[src/rtl/hazard_detection_unit_pkg.sv]
// hazard_detection_unit_pkg: shared pipeline constants and the hazard-unit state type
package hazard_detection_unit_pkg;
  localparam int REG_W = 4;
  localparam int CNT_W = 16;
  localparam logic [REG_W-1:0] REG_ZERO = 4'h0;
  typedef enum logic [1:0] {RUN, MEM_WAIT, HALT} hdu_state_t;
endpackage

[src/rtl/hazard_detection_unit_if.sv]
// hazard_detection_unit_if: pipeline hazard bus between datapath (master) and hazard unit (slave)
//   master drives ID/EX operand info, branch/halt/memory-busy status; slave returns stall/flush
//   controls, the sticky halted flag and the stall/flush performance counters.
interface hazard_detection_unit_if;
  import hazard_detection_unit_pkg::*;
  logic [REG_W-1:0] IF_ID_Rs;
  logic [REG_W-1:0] IF_ID_Rt;
  logic             IF_ID_UsesRt;
  logic             IF_ID_MemWrite;
  logic             ID_EX_MemRead;
  logic [REG_W-1:0] ID_EX_Rd;
  logic             EX_BranchTaken;
  logic             IF_Halt;
  logic             IMem_busy;
  logic             DMem_busy;
  logic             PC_stall;
  logic             IF_ID_stall;
  logic             IF_ID_flush;
  logic             ID_EX_flush;
  logic             EX_MEM_stall;
  logic             MEM_WB_stall;
  logic             halted;
  logic [CNT_W-1:0] stall_cycles;
  logic [CNT_W-1:0] flush_count;
  modport master (
    output IF_ID_Rs, IF_ID_Rt, IF_ID_UsesRt, IF_ID_MemWrite, ID_EX_MemRead, ID_EX_Rd,
           EX_BranchTaken, IF_Halt, IMem_busy, DMem_busy,
    input  PC_stall, IF_ID_stall, IF_ID_flush, ID_EX_flush, EX_MEM_stall, MEM_WB_stall,
           halted, stall_cycles, flush_count
  );
  modport slave (
    input  IF_ID_Rs, IF_ID_Rt, IF_ID_UsesRt, IF_ID_MemWrite, ID_EX_MemRead, ID_EX_Rd,
           EX_BranchTaken, IF_Halt, IMem_busy, DMem_busy,
    output PC_stall, IF_ID_stall, IF_ID_flush, ID_EX_flush, EX_MEM_stall, MEM_WB_stall,
           halted, stall_cycles, flush_count
  );
endinterface

[src/rtl/hazard_detection_unit_sat_counter.sv]
// hazard_detection_unit_sat_counter: saturating up-counter with sync active-low reset
//   clk, rst_n: clock / sync reset; en_i: count this cycle; cnt_o: current count (sticks at all-ones)
module hazard_detection_unit_sat_counter #(
  parameter int CNT_W = 16
) (
  input  logic             clk,
  input  logic             rst_n,
  input  logic             en_i,
  output logic [CNT_W-1:0] cnt_o
);
  logic [CNT_W-1:0] cnt_q;
  always_ff @(posedge clk)
    if (!rst_n) cnt_q <= '0;
    else if (en_i && !(&cnt_q)) cnt_q <= cnt_q + 1'b1;
  assign cnt_o = cnt_q;
endmodule

[src/rtl/hazard_detection_unit.sv]
// hazard_detection_unit: ID-stage stall/flush controller (load-use, branch squash, memory freeze, halt)
//   clk, rst_n : pipeline clock, sync active-low reset
//   hif        : slave side of the hazard bus (operand/status in, stall/flush/halted/counters out)
module hazard_detection_unit
  import hazard_detection_unit_pkg::*;
(
  input  logic                   clk,
  input  logic                   rst_n,
  hazard_detection_unit_if.slave hif
);
  hdu_state_t state_q, state_d;
  logic       pend_flush_q, pend_flush_d;
  logic       draining_q, draining_d;
  logic [1:0] drain_q, drain_d;
  logic       run, load_use, br, halt_req;
  logic       frz, fl, hlt, im, lu, hd;
  assign run = rst_n && state_q != HALT;
  // Rt-only match on a store is left to the MEM-stage store-data forward
  assign load_use = hif.ID_EX_MemRead && hif.ID_EX_Rd != REG_ZERO &&
                    (hif.ID_EX_Rd == hif.IF_ID_Rs ||
                     (hif.IF_ID_UsesRt && hif.ID_EX_Rd == hif.IF_ID_Rt && !hif.IF_ID_MemWrite));
  assign br       = hif.EX_BranchTaken | pend_flush_q;
  assign halt_req = hif.IF_Halt | draining_q;
  // one-hot priority: HALT, DMem freeze, branch, halt drain, IMem, load-use
  assign hd  = rst_n && state_q == HALT;
  assign frz = run & hif.DMem_busy;
  assign fl  = run & ~hif.DMem_busy & br;
  assign hlt = run & ~hif.DMem_busy & ~br & halt_req;
  assign im  = run & ~hif.DMem_busy & ~br & ~halt_req & hif.IMem_busy;
  assign lu  = run & ~hif.DMem_busy & ~br & ~halt_req & ~hif.IMem_busy & load_use;
  assign hif.PC_stall     = frz | hlt | im | lu | hd;
  assign hif.IF_ID_stall  = frz | lu | hd;
  assign hif.IF_ID_flush  = fl | hlt | im;
  assign hif.ID_EX_flush  = fl | lu;
  assign hif.EX_MEM_stall = frz;
  assign hif.MEM_WB_stall = frz;
  assign hif.halted       = state_q == HALT;
  always_comb begin
    state_d      = state_q;
    pend_flush_d = pend_flush_q;
    draining_d   = draining_q;
    drain_d      = drain_q;
    if (state_q != HALT) begin
      // a branch seen during the freeze is remembered and squashed once memory is free
      pend_flush_d = hif.DMem_busy & br;
      draining_d   = hif.DMem_busy ? draining_q : hlt;
      drain_d      = hif.DMem_busy ? drain_q : (hlt && draining_q) ? drain_q + 2'd1 : 2'd0;
      state_d      = hif.DMem_busy ? MEM_WAIT : (hlt && draining_q && drain_q == 2'd2) ? HALT : RUN;
    end
  end
  always_ff @(posedge clk)
    if (!rst_n) begin
      state_q      <= RUN;
      pend_flush_q <= 1'b0;
      draining_q   <= 1'b0;
      drain_q      <= 2'd0;
    end else begin
      state_q      <= state_d;
      pend_flush_q <= pend_flush_d;
      draining_q   <= draining_d;
      drain_q      <= drain_d;
    end
  hazard_detection_unit_sat_counter #(.CNT_W(CNT_W)) u_stall_cnt (
    .clk(clk), .rst_n(rst_n), .en_i(hif.PC_stall & run), .cnt_o(hif.stall_cycles)
  );
  hazard_detection_unit_sat_counter #(.CNT_W(CNT_W)) u_flush_cnt (
    .clk(clk), .rst_n(rst_n), .en_i(fl), .cnt_o(hif.flush_count)
  );
endmodule

[src/flat_wrapper.sv]
// flat-port wrapper written by rule: the top's interface ports become plain ports
module hazard_detection_unit_flat import hazard_detection_unit_pkg::*;
  (clk, rst_n, hif_IF_ID_Rs, hif_IF_ID_Rt, hif_IF_ID_UsesRt, hif_IF_ID_MemWrite, hif_ID_EX_MemRead, hif_ID_EX_Rd, hif_EX_BranchTaken, hif_IF_Halt, hif_IMem_busy, hif_DMem_busy, hif_PC_stall, hif_IF_ID_stall, hif_IF_ID_flush, hif_ID_EX_flush, hif_EX_MEM_stall, hif_MEM_WB_stall, hif_halted, hif_stall_cycles, hif_flush_count);
  hazard_detection_unit_if hif_i ();
  input  logic clk;
  input  logic rst_n;
  input wire logic [$bits(hif_i.IF_ID_Rs)-1:0] hif_IF_ID_Rs;
  input wire logic [$bits(hif_i.IF_ID_Rt)-1:0] hif_IF_ID_Rt;
  input wire logic [$bits(hif_i.IF_ID_UsesRt)-1:0] hif_IF_ID_UsesRt;
  input wire logic [$bits(hif_i.IF_ID_MemWrite)-1:0] hif_IF_ID_MemWrite;
  input wire logic [$bits(hif_i.ID_EX_MemRead)-1:0] hif_ID_EX_MemRead;
  input wire logic [$bits(hif_i.ID_EX_Rd)-1:0] hif_ID_EX_Rd;
  input wire logic [$bits(hif_i.EX_BranchTaken)-1:0] hif_EX_BranchTaken;
  input wire logic [$bits(hif_i.IF_Halt)-1:0] hif_IF_Halt;
  input wire logic [$bits(hif_i.IMem_busy)-1:0] hif_IMem_busy;
  input wire logic [$bits(hif_i.DMem_busy)-1:0] hif_DMem_busy;
  output wire logic [$bits(hif_i.PC_stall)-1:0] hif_PC_stall;
  output wire logic [$bits(hif_i.IF_ID_stall)-1:0] hif_IF_ID_stall;
  output wire logic [$bits(hif_i.IF_ID_flush)-1:0] hif_IF_ID_flush;
  output wire logic [$bits(hif_i.ID_EX_flush)-1:0] hif_ID_EX_flush;
  output wire logic [$bits(hif_i.EX_MEM_stall)-1:0] hif_EX_MEM_stall;
  output wire logic [$bits(hif_i.MEM_WB_stall)-1:0] hif_MEM_WB_stall;
  output wire logic [$bits(hif_i.halted)-1:0] hif_halted;
  output wire logic [$bits(hif_i.stall_cycles)-1:0] hif_stall_cycles;
  output wire logic [$bits(hif_i.flush_count)-1:0] hif_flush_count;
  assign hif_i.IF_ID_Rs = hif_IF_ID_Rs;
  assign hif_i.IF_ID_Rt = hif_IF_ID_Rt;
  assign hif_i.IF_ID_UsesRt = hif_IF_ID_UsesRt;
  assign hif_i.IF_ID_MemWrite = hif_IF_ID_MemWrite;
  assign hif_i.ID_EX_MemRead = hif_ID_EX_MemRead;
  assign hif_i.ID_EX_Rd = hif_ID_EX_Rd;
  assign hif_i.EX_BranchTaken = hif_EX_BranchTaken;
  assign hif_i.IF_Halt = hif_IF_Halt;
  assign hif_i.IMem_busy = hif_IMem_busy;
  assign hif_i.DMem_busy = hif_DMem_busy;
  assign hif_PC_stall = hif_i.PC_stall;
  assign hif_IF_ID_stall = hif_i.IF_ID_stall;
  assign hif_IF_ID_flush = hif_i.IF_ID_flush;
  assign hif_ID_EX_flush = hif_i.ID_EX_flush;
  assign hif_EX_MEM_stall = hif_i.EX_MEM_stall;
  assign hif_MEM_WB_stall = hif_i.MEM_WB_stall;
  assign hif_halted = hif_i.halted;
  assign hif_stall_cycles = hif_i.stall_cycles;
  assign hif_flush_count = hif_i.flush_count;
  hazard_detection_unit u_core (.clk(clk), .rst_n(rst_n), .hif(hif_i));
endmodule
[config.mk]
export PLATFORM = sky130hd
export DESIGN_NAME = hazard_detection_unit_flat
export DESIGN_NICKNAME = d
export VERILOG_FILES = /design/src/rtl/hazard_detection_unit_pkg.sv /design/src/rtl/hazard_detection_unit_if.sv /design/src/rtl/hazard_detection_unit_sat_counter.sv /design/src/rtl/hazard_detection_unit.sv /design/src/flat_wrapper.sv
export SDC_FILE = /design/constraint.sdc
export NUM_CORES = 1
export LEC_CHECK = 0
export CAP_MARGIN = 30
export CORE_UTILIZATION = 42
export DETAILED_ROUTE_END_ITERATION = 10
export PLACE_DENSITY = 0.78
export SYNTH_ARGS = -nofsm -noshare
export SYNTH_HDL_FRONTEND = slang
export SYNTH_SLANG_ARGS = --single-unit
export TNS_END_PERCENT = 5
[constraint.sdc]
create_clock -name clk -period 2 [get_ports clk]
set_clock_uncertainty 0.05 [all_clocks]
set_input_delay 0.2 -clock clk [delete_from_list [all_inputs] [get_ports clk]]
set_output_delay 0.2 -clock clk [all_outputs]
set_load 0.02 [all_outputs]
==> run_summary.xml, run 1 <==
<?xml version="1.0" encoding="UTF-8"?>
<metrics>
  <group name="global_route">
    <metric name="grt.overflow.total" unit="">0</metric>
    <metric name="grtUsageMet1" unit="%">26.1</metric>
    <metric name="pin_count_of_the_biggest_net_entering_global_routing" unit="">20</metric>
    <metric name="antenna_found_initial" unit="">0</metric>
    <metric name="global_route.usage.met2" unit="%">33.4</metric>
    <metric name="gr-usage-all-layers" unit="%">20.9</metric>
    <metric name="grt.busiest_layer" unit="">met2</metric>
    <metric name="met3_usage" unit="%">6.20</metric>
    <metric name="grt_pass1_vias" unit="">1780</metric>
    <metric name="grt_first_pass_wirelength" unit="µm">8230</metric>
  </group>
  <group name="sta">
    <metric name="fin_crit_sh" unit="%">98.4</metric>
    <metric name="timing_worst_slew_pin_value" unit="ns">0.372</metric>
    <metric name="maxClockFrequency" unit="MHz">508</metric>
    <metric name="rsz_0062_raised_after_global_routing" unit="">yes</metric>
    <metric name="layout_min_cycle_time" unit="ns">1.97</metric>
    <metric name="setup-violations-final" unit="">0</metric>
    <metric name="final_max_slew_viol_count" unit="">0</metric>
    <metric name="finalHoldViolations" unit="">0</metric>
    <metric name="max-slew-margin-rel" unit="%">75.0</metric>
    <metric name="worst_slack_on_hold_paths" unit="ns">0.430</metric>
    <metric name="setup_ws" unit="ns">0.0312</metric>
  </group>
  <group name="finish">
    <metric name="post_route_cells_drive_above_1_share" unit="%">19.7</metric>
    <metric name="area_growth" unit="%">50.4</metric>
    <metric name="n_antenna_cell" unit="">0</metric>
    <metric name="layout.cell_area.non_filler" unit="µm²">2940</metric>
    <metric name="finalCoreUtilization" unit="%">66.7</metric>
    <metric name="n_fill_cell" unit="">378</metric>
    <metric name="nets" unit="">342</metric>
    <metric name="finalNonFillerCells" unit="">371</metric>
  </group>
  <group name="critical_path">
    <metric name="cp.arrival" unit="ns">2.15</metric>
    <metric name="crit_path_end_kind" unit="">flip-flop</metric>
    <metric name="startpoint_type" unit="">input port</metric>
    <metric name="cp_max_fo" unit="">7</metric>
    <metric name="timing.reg2reg.setup_slack" unit="ns">0.05</metric>
    <metric name="cp_required" unit="ns">2.18</metric>
    <metric name="depth_of_the_worst_register_to_register_path" unit="">6</metric>
    <metric name="critPathCapture" unit="">u_core.u_flush_cnt.cnt_o[13]</metric>
    <metric name="worst_reg2reg_path_endpoint" unit="">u_core.u_flush_cnt.cnt_o[13]</metric>
    <metric name="setup.worst_path.start" unit="">rst_n</metric>
    <metric name="r2r_start" unit="">u_core.state_q[0]</metric>
    <metric name="setup.worst_path.class" unit="">in -&gt; reg</metric>
  </group>
  <group name="synth">
    <metric name="synthesis.yosys.warnings" unit="">0</metric>
    <metric name="yosys.cell_types.count" unit="">45</metric>
    <metric name="yosysTopAreaCell" unit="">dfxtp_1</metric>
    <metric name="synthArstFlopShare" unit="%">0</metric>
    <metric name="synth_largest_type_area_fraction" unit="%">38.8</metric>
    <metric name="synth_top_cells_by_count" unit="">dfxtp_1, nand2_1, nor2_1</metric>
    <metric name="leading_cell_types_by_total_area_after_synthesis" unit="">dfxtp_1, mux2i_1, nand2_1</metric>
    <metric name="proportion_of_synthesized_chip_area_in_sequential_cells" unit="%">38.8</metric>
    <metric name="synth-main-ff-cell" unit="">dfxtp_1</metric>
    <metric name="synthesis.area_per_instance" unit="µm²">8.55</metric>
    <metric name="syn_nets" unit="">253</metric>
    <metric name="synth.ff_latch_count" unit="">38</metric>
    <metric name="mappedNetlistArea" unit="µm²">1960</metric>
    <metric name="post_synthesis_instance_total" unit="">229</metric>
    <metric name="synth_most_common_cell" unit="">dfxtp_1</metric>
    <metric name="synth-edff-count" unit="">0</metric>
  </group>
  <group name="die">
    <metric name="floorplan.initialDensity" unit="%">44.4</metric>
    <metric name="coreArea" unit="µm²">4410</metric>
    <metric name="num_rows" unit="">24</metric>
    <metric name="die_width" unit="µm">70.3</metric>
    <metric name="io-pin-count" unit="">60</metric>
    <metric name="die_area" unit="µm²">4940</metric>
    <metric name="die-height" unit="µm">70.3</metric>
  </group>
  <group name="power_and_ir_drop">
    <metric name="worst_ir_drop_vdd" unit="µV">396</metric>
    <metric name="p_leak" unit="µW">0.00115</metric>
    <metric name="power_per_cell_area" unit="nW/µm²">523</metric>
  </group>
  <group name="placed_design">
    <metric name="placement.cell_area" unit="µm²">2810</metric>
    <metric name="dp.final_hpwl" unit="µm">3600</metric>
    <metric name="detailedPlace.worstSlack" unit="ns">-0.482</metric>
    <metric name="place.gp.congestion" unit="">0.884</metric>
    <metric name="dp.cells" unit="">363</metric>
    <metric name="port_buffer_count" unit="">59</metric>
  </group>
  <group name="cts">
    <metric name="worst_skew_pair.late_latency" unit="ns">0.30</metric>
    <metric name="clk_pin_slew_worst_paths" unit="ns">0.07</metric>
    <metric name="htreeDepth" unit="">2</metric>
    <metric name="cts_tree" unit="">built</metric>
    <metric name="clkSinkCount" unit="">38</metric>
    <metric name="cts.path.max_buffers" unit="">2</metric>
    <metric name="cts.root.buffer_cell" unit="">clkbuf_8</metric>
    <metric name="tritoncts.num_buffers" unit="">5</metric>
    <metric name="post_cts_buffers" unit="">0</metric>
  </group>
  <group name="routing">
    <metric name="vias" unit="">1967</metric>
    <metric name="dr.first_iter.drc_count" unit="">98</metric>
    <metric name="postRouteAntennaNets" unit="">0</metric>
    <metric name="drcViolationCount" unit="">0</metric>
    <metric name="postRouteWirelength" unit="µm">4920</metric>
    <metric name="wire_per_inst" unit="µm">13.3</metric>
    <metric name="post_drt_via_cell_ratio" unit="">5.30</metric>
    <metric name="first_pass_iteration_count_of_the_detailed_router" unit="">4</metric>
  </group>
  <group name="min_path">
    <metric name="min-delay-start" unit="">u_core.u_flush_cnt.cnt_o[4]</metric>
    <metric name="hold_class" unit="">reg -&gt; reg</metric>
  </group>
  <group name="status">
    <metric name="run_status" unit="">finished, final reports clean</metric>
  </group>
  <group name="run">
    <metric name="max-cap-violations" unit="">0</metric>
  </group>
</metrics>
==> layer usage <==
metal | share of wire [%] | up-vias
met5 | 0 | -
met1 | 46 | 916
met4 | 1.6 | 0
li1 | - | 988
met2 | 46 | 56
met3 | 6.0 | 7
==> metrics by stage <==
step / setup TNS (ns) / total power (µW)
after floorplan: 0 / 885
after global placement: -9.00 / 994
after detailed placement: -10.23 / 999
after CTS: -0.0507 / 1550
after global routing: -0.189 / 1610
final: 0 / 1540
==> kinds of logic (layout without fill, tap and decap cells) <==
| group | after synthesis | in the layout | share of synthesized area, % |
|---|---|---|---|
| adder cells (fa/ha/maj) | 3 | 3 | 1.92 |
| XOR/XNOR | 20 | 20 | 8.95 |
| flip-flops | 38 | 38 | 38.8 |
| AO/OA/AOI/OAI | 36 | 36 | 12.5 |
| multiplexers | 10 | 10 | 5.11 |
| AND/OR/NAND/NOR | 103 | 103 | 28.2 |
| buffers and inverters | 19 | 109 | 4.47 |
==> sequential cells by signal, indices dropped and copies added (netlist names) <==
register / flops
u_core.drain_q: 2
u_core.draining_q: 1
u_core.pend_flush_q: 1
u_core.state_q: 2
u_core.u_flush_cnt.cnt_o: 16
u_core.u_stall_cnt.cnt_o: 16
==> timing repair <==
item,CTS,global route
pin swaps,1,3
gates resized for setup,23,12
endpoints found under the setup margin,17,27
hold buffers,0,0
==> placed cells by master (no fill, tap or decap), types with 2 or more instances in the layout <==
master           netlist  routed
clkdlybuf4s50_1        0      49
dfxtp_1               38      35
buf_4                  1      32
nand2_1               25      25
nor2_1                20      19
nand4_1               15      15
nand3_1               14      13
a21oi_1               11      11
xnor2_1               10      10
xor2_1                10      10
mux2i_1               10      10
inv_1                  9       9
o21ai_1                8       7
or3_1                  6       6
nor3_1                 6       6
clkbuf_8               0       6
o21ai_0                4       4
nand2b_1               4       4
dlymetal6s2s_1         0       4
dfxtp_2                0       3
nor4_1                 2       2
o21a_1                 3       2
ha_1                   3       2
dlygate4sd2_1          0       2
==> worst min path at each step <==
stage,to,slack (ns),cells past startpoint
detailed placement,u_core.u_flush_cnt.cnt_o[4],0.42,1
CTS,u_core.u_flush_cnt.cnt_o[4],0.44,1
global placement,u_core.pend_flush_q,0.40,2
global route,u_core.pend_flush_q,0.46,2
finish,u_core.u_flush_cnt.cnt_o[4],0.43,1
floorplan,u_core.pend_flush_q,0.29,2
==> power breakdown <==
group / switching [µW] / leakage [µW] / total [µW] / internal, µW
logic: 102 / 0.000798 / 216 / 114
registers: 6.86 / 0.000308 / 772 / 765
clock network: 273 / 0.0000482 / 551 / 278
total: 382 / 0.00115 / 1540 / 1160
==> cell type report <==
class	count	area [µm²]	share of cell area (%)
Multi-Input combinational cell	172	1160	39.4
Timing Repair Buffer	90	820	27.8
Sequential cell	38	764	26.0
Clock buffer	7	86.3	2.93
Tap cell	52	65.1	2.21
Inverter	11	43.8	1.49
Clock inverter	1	5.00	0.170
==> worst max-delay path: stages <==
cell	delay [ns]
clkdlybuf4s50_1	0.50
inv_2	0.07
or4_4	0.58
a211o_4	0.33
or3_1	0.31
a21oi_1	0.14
No activity file was read; power rests on OpenSTA's default activity.
==> run 2: changes to the inputs <==
CORE_MARGIN = 2   (was not set)
CORE_UTILIZATION = 44   (was 42)
CTS_BUF_LIST = sky130_fd_sc_hd__clkbuf_4 sky130_fd_sc_hd__clkbuf_8   (was not set)
PLACE_DENSITY = 0.81   (was 0.78)
==> run 2 against run 1 <==
  * Hold slack improved by 0.00059 ns
  * Non-clock buffer count is 2 higher
  * Setup slack worse by 0.0075 ns
  * Largest cell class unchanged
  * Maximum frequency shrank 0.38%
  * Clock power shrank 8.2%
  * Register-to-register slack got worse by 0.03 ns
==> run_summary.xml, run 2 (synthesis results as in run 1) <==
<?xml version="1.0" encoding="UTF-8"?>
<metrics>
  <group name="finish">
    <metric name="area_growth" unit="%">49.9</metric>
    <metric name="n_antenna_cell" unit="">0</metric>
    <metric name="top_library_cells_by_usage_in_the_layout_fill_and_taps_aside" unit="">clkdlybuf4s50_1, dfxtp_1, buf_4, nand2_1, nor2_1</metric>
    <metric name="finalCoreUtilization" unit="%">67.9</metric>
    <metric name="finalNonFillerCells" unit="">372</metric>
    <metric name="layout_commonest_cell" unit="">clkdlybuf4s50_1</metric>
    <metric name="nets" unit="">344</metric>
    <metric name="post_route_cells_drive_above_1_share" unit="%">18.8</metric>
  </group>
  <group name="power_and_ir_drop">
    <metric name="worst_ir_drop_vdd" unit="µV">443</metric>
    <metric name="power_per_cell_area" unit="nW/µm²">507</metric>
    <metric name="p_leak" unit="µW">0.00115</metric>
  </group>
  <group name="cts">
    <metric name="hold_buf_cts" unit="">0</metric>
    <metric name="cts_tree" unit="">built</metric>
    <metric name="htreeDepth" unit="">2</metric>
    <metric name="tritoncts.num_buffers" unit="">5</metric>
    <metric name="worst_skew_pair.late_latency" unit="ns">0.28</metric>
    <metric name="post_cts_buffers" unit="">0</metric>
    <metric name="clkSinkCount" unit="">38</metric>
    <metric name="cts.root.buffer_cell" unit="">clkbuf_8</metric>
    <metric name="cts.path.max_buffers" unit="">2</metric>
    <metric name="clk_pin_slew_worst_paths" unit="ns">0.07</metric>
  </group>
  <group name="sta">
    <metric name="setup-violations-final" unit="">0</metric>
    <metric name="finalHoldViolations" unit="">0</metric>
    <metric name="rsz_0062_raised_after_global_routing" unit="">yes</metric>
    <metric name="max-slew-margin-rel" unit="%">75.4</metric>
    <metric name="layout_min_cycle_time" unit="ns">1.98</metric>
    <metric name="timing_worst_slew_pin_value" unit="ns">0.366</metric>
    <metric name="maxClockFrequency" unit="MHz">506</metric>
    <metric name="fin_crit_sh" unit="%">98.8</metric>
    <metric name="final_max_slew_viol_count" unit="">0</metric>
  </group>
  <group name="placed_design">
    <metric name="dp.final_hpwl" unit="µm">3720</metric>
    <metric name="place.gp.congestion" unit="">0.798</metric>
    <metric name="dp.cells" unit="">365</metric>
    <metric name="port_buffer_count" unit="">59</metric>
  </group>
  <group name="routing">
    <metric name="post_drt_via_cell_ratio" unit="">5.29</metric>
    <metric name="postRouteWirelength" unit="µm">4860</metric>
    <metric name="postRouteAntennaNets" unit="">0</metric>
    <metric name="drcViolationCount" unit="">0</metric>
    <metric name="dr.first_iter.drc_count" unit="">71</metric>
    <metric name="vias" unit="">1968</metric>
    <metric name="wire_per_inst" unit="µm">13.1</metric>
    <metric name="first_pass_iteration_count_of_the_detailed_router" unit="">4</metric>
  </group>
  <group name="global_route">
    <metric name="grt.overflow.total" unit="">0</metric>
    <metric name="gr-usage-all-layers" unit="%">20.0</metric>
    <metric name="grt_first_pass_wirelength" unit="µm">8220</metric>
    <metric name="grt_pass1_vias" unit="">1950</metric>
    <metric name="antenna_found_initial" unit="">0</metric>
    <metric name="pin_count_of_the_biggest_net_entering_global_routing" unit="">20</metric>
  </group>
  <group name="die">
    <metric name="die_area" unit="µm²">5000</metric>
    <metric name="die-height" unit="µm">70.7</metric>
    <metric name="floorplan.initialDensity" unit="%">45.3</metric>
    <metric name="io-pin-count" unit="">60</metric>
    <metric name="die_width" unit="µm">70.7</metric>
    <metric name="coreArea" unit="µm²">4320</metric>
    <metric name="num_rows" unit="">24</metric>
  </group>
  <group name="critical_path">
    <metric name="r2r_start" unit="">u_core.state_q[0]</metric>
    <metric name="setup.worst_path.start" unit="">u_core.state_q[0]</metric>
    <metric name="cp_max_fo" unit="">7</metric>
    <metric name="startpoint_type" unit="">flip-flop</metric>
    <metric name="crit_path_end_kind" unit="">flip-flop</metric>
    <metric name="cp.arrival" unit="ns">2.14</metric>
    <metric name="cp_required" unit="ns">2.16</metric>
    <metric name="setup.worst_path.class" unit="">reg -&gt; reg</metric>
  </group>
  <group name="run">
    <metric name="max-cap-violations" unit="">0</metric>
  </group>
  <group name="status">
    <metric name="run_status" unit="">finished, final reports clean</metric>
  </group>
  <group name="min_path">
    <metric name="hold_class" unit="">reg -&gt; reg</metric>
    <metric name="min-delay-start" unit="">u_core.drain_q[1]</metric>
  </group>
</metrics>
## run 2: cell types whose count changed in the layout (fill, tap and decap cells not counted), sizes merged
cell,previous run,this run
clkbuf,8,7
dlymetal6s2s,4,1
buf,34,37
clkinv,1,0
dlygate4sd2,2,5
## run 2: path summary, 6_finish.rpt
| kind | cells after the start | to | slack [ns] |
|---|---|---|---|
| max | 6 | u_core.u_flush_cnt.cnt_o[13] | 0.02 |
| min | 2 | u_core.drain_q[1] | 0.43 |
| max reg2reg | 6 | u_core.u_flush_cnt.cnt_o[13] | 0.02 |
| min reg2reg | 2 | u_core.drain_q[1] | 0.43 |
## run 2: what timing repair did
action                                  in CTS  in global routing
endpoints found under the setup margin      19                 25
resized for setup                           22                  9
pin swaps                                    1                  3
## run 2: routing by layer
layer  GRT usage, %  routed length, µm  vias up
li1               -                  -     1003
met1           24.1               2110      916
met2           34.4               2390       45
met3           5.56                294        4
met4           6.50                 61        0
met5              0                  0        -
## run 2: worst max-delay path: stages, from the launching register on
cell      delay, ns
dfxtp_1        0.31
nand2b_4       0.13
inv_4          0.04
or4_4          0.58
a211o_4        0.34
or3_1          0.32
a21oi_1        0.14
## run 2: area by class of cell
type	count	area, µm²
inverters	11	43.8
multi-input cells	172	1140
repair buffers	92	836
well taps	52	65.1
fillers	370	1390
flip-flops and latches	38	766
clock buffers	7	83.8
## run 2: where the power goes
| part | internal [µW] | switching (µW) | total, µW | leakage [µW] |
|---|---|---|---|---|
| sequential | 765 | 5.72 | 771 | 0.000308 |
| combinational | 113 | 98.5 | 211 | 0.000798 |
| clock | 267 | 239 | 506 | 0.0000452 |
## run 2: metrics by stage
step	hold WS (ns)	cell area (µm²)	setup TNS [ns]	total power, µW	setup WS [ns]
after CTS	0.433	2920	-0.0698	1510	-0.0698
after floorplan	0.288	1960	0	885	0.0148
final	0.431	2940	0	1490	0.0237
after global placement	0.403	2830	-9.31	1000	-0.438
after detailed placement	0.419	2830	-11.70	1000	-0.539
after global routing	0.457	2940	-0.296	1560	-0.0664
==> run 3: changes to the inputs <==
PLACE_DENSITY = 0.8   (was 0.81)
SYNTH_HIERARCHICAL = 1   (was not set)
==> run 3 against run 2 <==
  * The flow now finishes with violations (negative setup slack)
  * Die area is 5.8% higher
  * Power is 9.0% higher
  * Flip-flop and latch count is the same
  * Critical path depth increased by 2
  * Highest routed layer unchanged
==> run_summary.xml, run 3 <==
<?xml version="1.0" encoding="UTF-8"?>
<metrics>
  <group name="sta">
    <metric name="maxClockFrequency" unit="MHz">432</metric>
    <metric name="setup_ws" unit="ns">-0.316</metric>
    <metric name="layout_min_cycle_time" unit="ns">2.32</metric>
    <metric name="worst_slack_on_hold_paths" unit="ns">0.192</metric>
    <metric name="final_max_slew_viol_count" unit="">0</metric>
    <metric name="rsz_0062_raised_after_global_routing" unit="">yes</metric>
    <metric name="setup-violations-final" unit="">19</metric>
    <metric name="max-slew-margin-rel" unit="%">69.2</metric>
    <metric name="timing_worst_slew_pin_value" unit="ns">0.461</metric>
    <metric name="fin_crit_sh" unit="%">116</metric>
    <metric name="finalHoldViolations" unit="">0</metric>
  </group>
  <group name="finish">
    <metric name="n_fill_cell" unit="">348</metric>
    <metric name="top_library_cells_by_usage_in_the_layout_fill_and_taps_aside" unit="">buf_4, clkdlybuf4s50_1, dfxtp_1, nand2_1</metric>
    <metric name="layout.cell_area.non_filler" unit="µm²">3350</metric>
    <metric name="nets" unit="">390</metric>
    <metric name="layout_commonest_cell" unit="">buf_4</metric>
    <metric name="post_route_cells_drive_above_1_share" unit="%">27.0</metric>
    <metric name="area_growth" unit="%">61.2</metric>
    <metric name="n_antenna_cell" unit="">0</metric>
  </group>
  <group name="synth">
    <metric name="leading_cell_types_by_total_area_after_synthesis" unit="">dfxtp_1, a21oi_1, nand3_1</metric>
    <metric name="synthesis.yosys.warnings" unit="">6</metric>
    <metric name="post_synthesis_instance_total" unit="">251</metric>
    <metric name="synthesis.area_per_instance" unit="µm²">8.28</metric>
    <metric name="synth_top_cells_by_count" unit="">dfxtp_1, nand2_1, a21oi_1, nor2_1, nand3_1</metric>
    <metric name="synth.ff_latch_count" unit="">38</metric>
    <metric name="synth-edff-count" unit="">0</metric>
    <metric name="yosys.cell_types.count" unit="">39</metric>
    <metric name="synth_largest_type_area_fraction" unit="%">36.6</metric>
    <metric name="synth-main-ff-cell" unit="">dfxtp_1</metric>
    <metric name="yosysTopAreaCell" unit="">dfxtp_1</metric>
    <metric name="mappedNetlistArea" unit="µm²">2080</metric>
    <metric name="syn_nets" unit="">275</metric>
    <metric name="proportion_of_synthesized_chip_area_in_sequential_cells" unit="%">36.6</metric>
    <metric name="synth_most_common_cell" unit="">dfxtp_1</metric>
    <metric name="synthArstFlopShare" unit="%">0</metric>
  </group>
  <group name="routing">
    <metric name="postRouteWirelength" unit="µm">6480</metric>
    <metric name="vias" unit="">2479</metric>
    <metric name="postRouteAntennaNets" unit="">0</metric>
    <metric name="post_drt_via_cell_ratio" unit="">5.89</metric>
    <metric name="wire_per_inst" unit="µm">15.4</metric>
    <metric name="first_pass_iteration_count_of_the_detailed_router" unit="">5</metric>
    <metric name="drcViolationCount" unit="">0</metric>
    <metric name="dr.first_iter.drc_count" unit="">233</metric>
  </group>
  <group name="status">
    <metric name="violations" unit="">negative setup slack</metric>
    <metric name="run_status" unit="">finished with violations</metric>
  </group>
  <group name="cts">
    <metric name="cts.root.buffer_cell" unit="">clkbuf_8</metric>
    <metric name="worst_skew_pair.late_latency" unit="ns">0.30</metric>
    <metric name="cts_tree" unit="">built</metric>
    <metric name="htreeDepth" unit="">2</metric>
    <metric name="tritoncts.num_buffers" unit="">5</metric>
    <metric name="cts.path.max_buffers" unit="">2</metric>
    <metric name="clk_pin_slew_worst_paths" unit="ns">0.08</metric>
    <metric name="clkSinkCount" unit="">38</metric>
  </group>
  <group name="placed_design">
    <metric name="detailedPlace.worstSlack" unit="ns">-0.755</metric>
    <metric name="place.gp.congestion" unit="">0.879</metric>
    <metric name="dp.final_hpwl" unit="µm">4320</metric>
    <metric name="port_buffer_count" unit="">59</metric>
    <metric name="placement.cell_area" unit="µm²">3120</metric>
  </group>
  <group name="global_route">
    <metric name="grt_pass1_vias" unit="">2264</metric>
    <metric name="grt_first_pass_wirelength" unit="µm">9960</metric>
    <metric name="antenna_found_initial" unit="">0</metric>
    <metric name="grt.overflow.total" unit="">0</metric>
    <metric name="pin_count_of_the_biggest_net_entering_global_routing" unit="">15</metric>
    <metric name="gr-usage-all-layers" unit="%">23.7</metric>
  </group>
  <group name="die">
    <metric name="floorplan.initialDensity" unit="%">44.9</metric>
    <metric name="num_rows" unit="">25</metric>
    <metric name="io-pin-count" unit="">60</metric>
    <metric name="coreArea" unit="µm²">4630</metric>
    <metric name="die-height" unit="µm">72.7</metric>
    <metric name="die_width" unit="µm">72.7</metric>
    <metric name="die_area" unit="µm²">5290</metric>
  </group>
  <group name="critical_path">
    <metric name="depth_of_the_worst_register_to_register_path" unit="">8</metric>
    <metric name="cp.arrival" unit="ns">2.50</metric>
    <metric name="startpoint_type" unit="">flip-flop</metric>
    <metric name="cp_required" unit="ns">2.18</metric>
    <metric name="cp_max_fo" unit="">7</metric>
    <metric name="timing.reg2reg.setup_slack" unit="ns">-0.32</metric>
    <metric name="crit_path_end_kind" unit="">flip-flop</metric>
    <metric name="setup.worst_path.class" unit="">reg -&gt; reg</metric>
  </group>
  <group name="power_and_ir_drop">
    <metric name="worst_ir_drop_vdd" unit="µV">325</metric>
    <metric name="p_leak" unit="µW">0.00129</metric>
    <metric name="power_per_cell_area" unit="nW/µm²">484</metric>
  </group>
  <group name="min_path">
    <metric name="hold_class" unit="">in -&gt; reg</metric>
    <metric name="holdPathStages" unit="">3</metric>
  </group>
  <group name="run">
    <metric name="max-cap-violations" unit="">0</metric>
  </group>
</metrics>
run 3: cell count changes in the layout (fill, tap and decap cells not counted), sizes merged, moves of 4 or more:
cell           before  now
o31ai               0   12
or4                 1   11
clkdlybuf4s50      49   45
dlygate4sd2         5    9
mux2i              10    4
nor3                7   11
inv                11    7
nand3              14   18
buf                37   60
a21oi              11   20
xnor2              10    4
a211oi              0    6
run 3: what timing repair did:
item | in CTS | in global routing
resized for setup | 33 | 18
pin swaps | 6 | 6
setup buffers | 1 | 0
setup endpoints to repair | 32 | 29
hold buffers | 0 | 0
run 3: cell type report:
| type | instances | area, µm² | share of cell area, % |
|---|---|---|---|
| multi-input cells | 198 | 1380 | 41.2 |
| repair buffers | 116 | 1000 | 29.9 |
| flip-flops and latches | 38 | 762 | 22.7 |
| clock buffers | 8 | 110 | 3.28 |
| well taps | 54 | 67.6 | 2.02 |
| inverters | 7 | 26.3 | 0.784 |
run 3: logic make-up (layout without fill, tap and decap cells):
| family | after synthesis | after routing | share of synthesized area [%] |
|---|---|---|---|
| AO/OA/AOI/OAI | 56 | 56 | 16.9 |
| XOR/XNOR | 14 | 14 | 5.90 |
| adder cells (fa/ha/maj) | 3 | 3 | 1.81 |
| buffers and inverters | 15 | 131 | 3.91 |
| flip-flops | 38 | 38 | 36.6 |
| multiplexers | 4 | 4 | 1.93 |
| AND/OR/NAND/NOR | 121 | 121 | 33.0 |
run 3: path summary, 6_finish.rpt:
| kind | start | to |
|---|---|---|
| setup / recovery | u_core/draining_q | u_core/u_stall_cnt/cnt_o[11] |
| setup reg to reg | u_core/draining_q | u_core/u_stall_cnt/cnt_o[11] |
| hold reg to reg | u_core/drain_q[1] | u_core/drain_q[1] |
| hold / removal | hif_IF_Halt | u_core/draining_q |
run 3: report_power, final:
group	leakage [µW]	switching [µW]	internal, µW
Sequential	0.000307	6.43	765
Combinational	0.000924	102	117
Clock	0.0000575	283	348
run 3: metal layers:
layer	part of all wire [%]	track usage, %	up-vias
met5	0	0	-
met2	53	41.8	95
met3	4.9	5.66	18
li1	-	-	1183
met4	2.6	8.02	0
met1	40	28.2	1183
run 3: through the flow:
| stage | TNS [ns] | instances | util [%] | total power (µW) |
|---|---|---|---|---|
| 6_report | -3.18 | 421 | 72.4 | 1620 |
| 5_1_grt | -5.42 | 421 | 72.4 | 1660 |
| 4_1_cts | -3.07 | 421 | 70.7 | 1620 |
| 3_5_place_dp | -16.85 | 412 | 67.3 | 1010 |
| 3_3_place_gp | -15.64 | 412 | 67.3 | 999 |
| 2_1_floorplan | -3.62 | 251 | - | 872 |
run 3: critical path: stages, from the launching register on:
cell	delay, ns
dfxtp_2	0.33
or3_4	0.34
nor3_4	0.15
nand4_1	0.17
nand3_2	0.15
nand2_1	0.08
or3_4	0.38
or3_2	0.44
a21oi_1	0.16
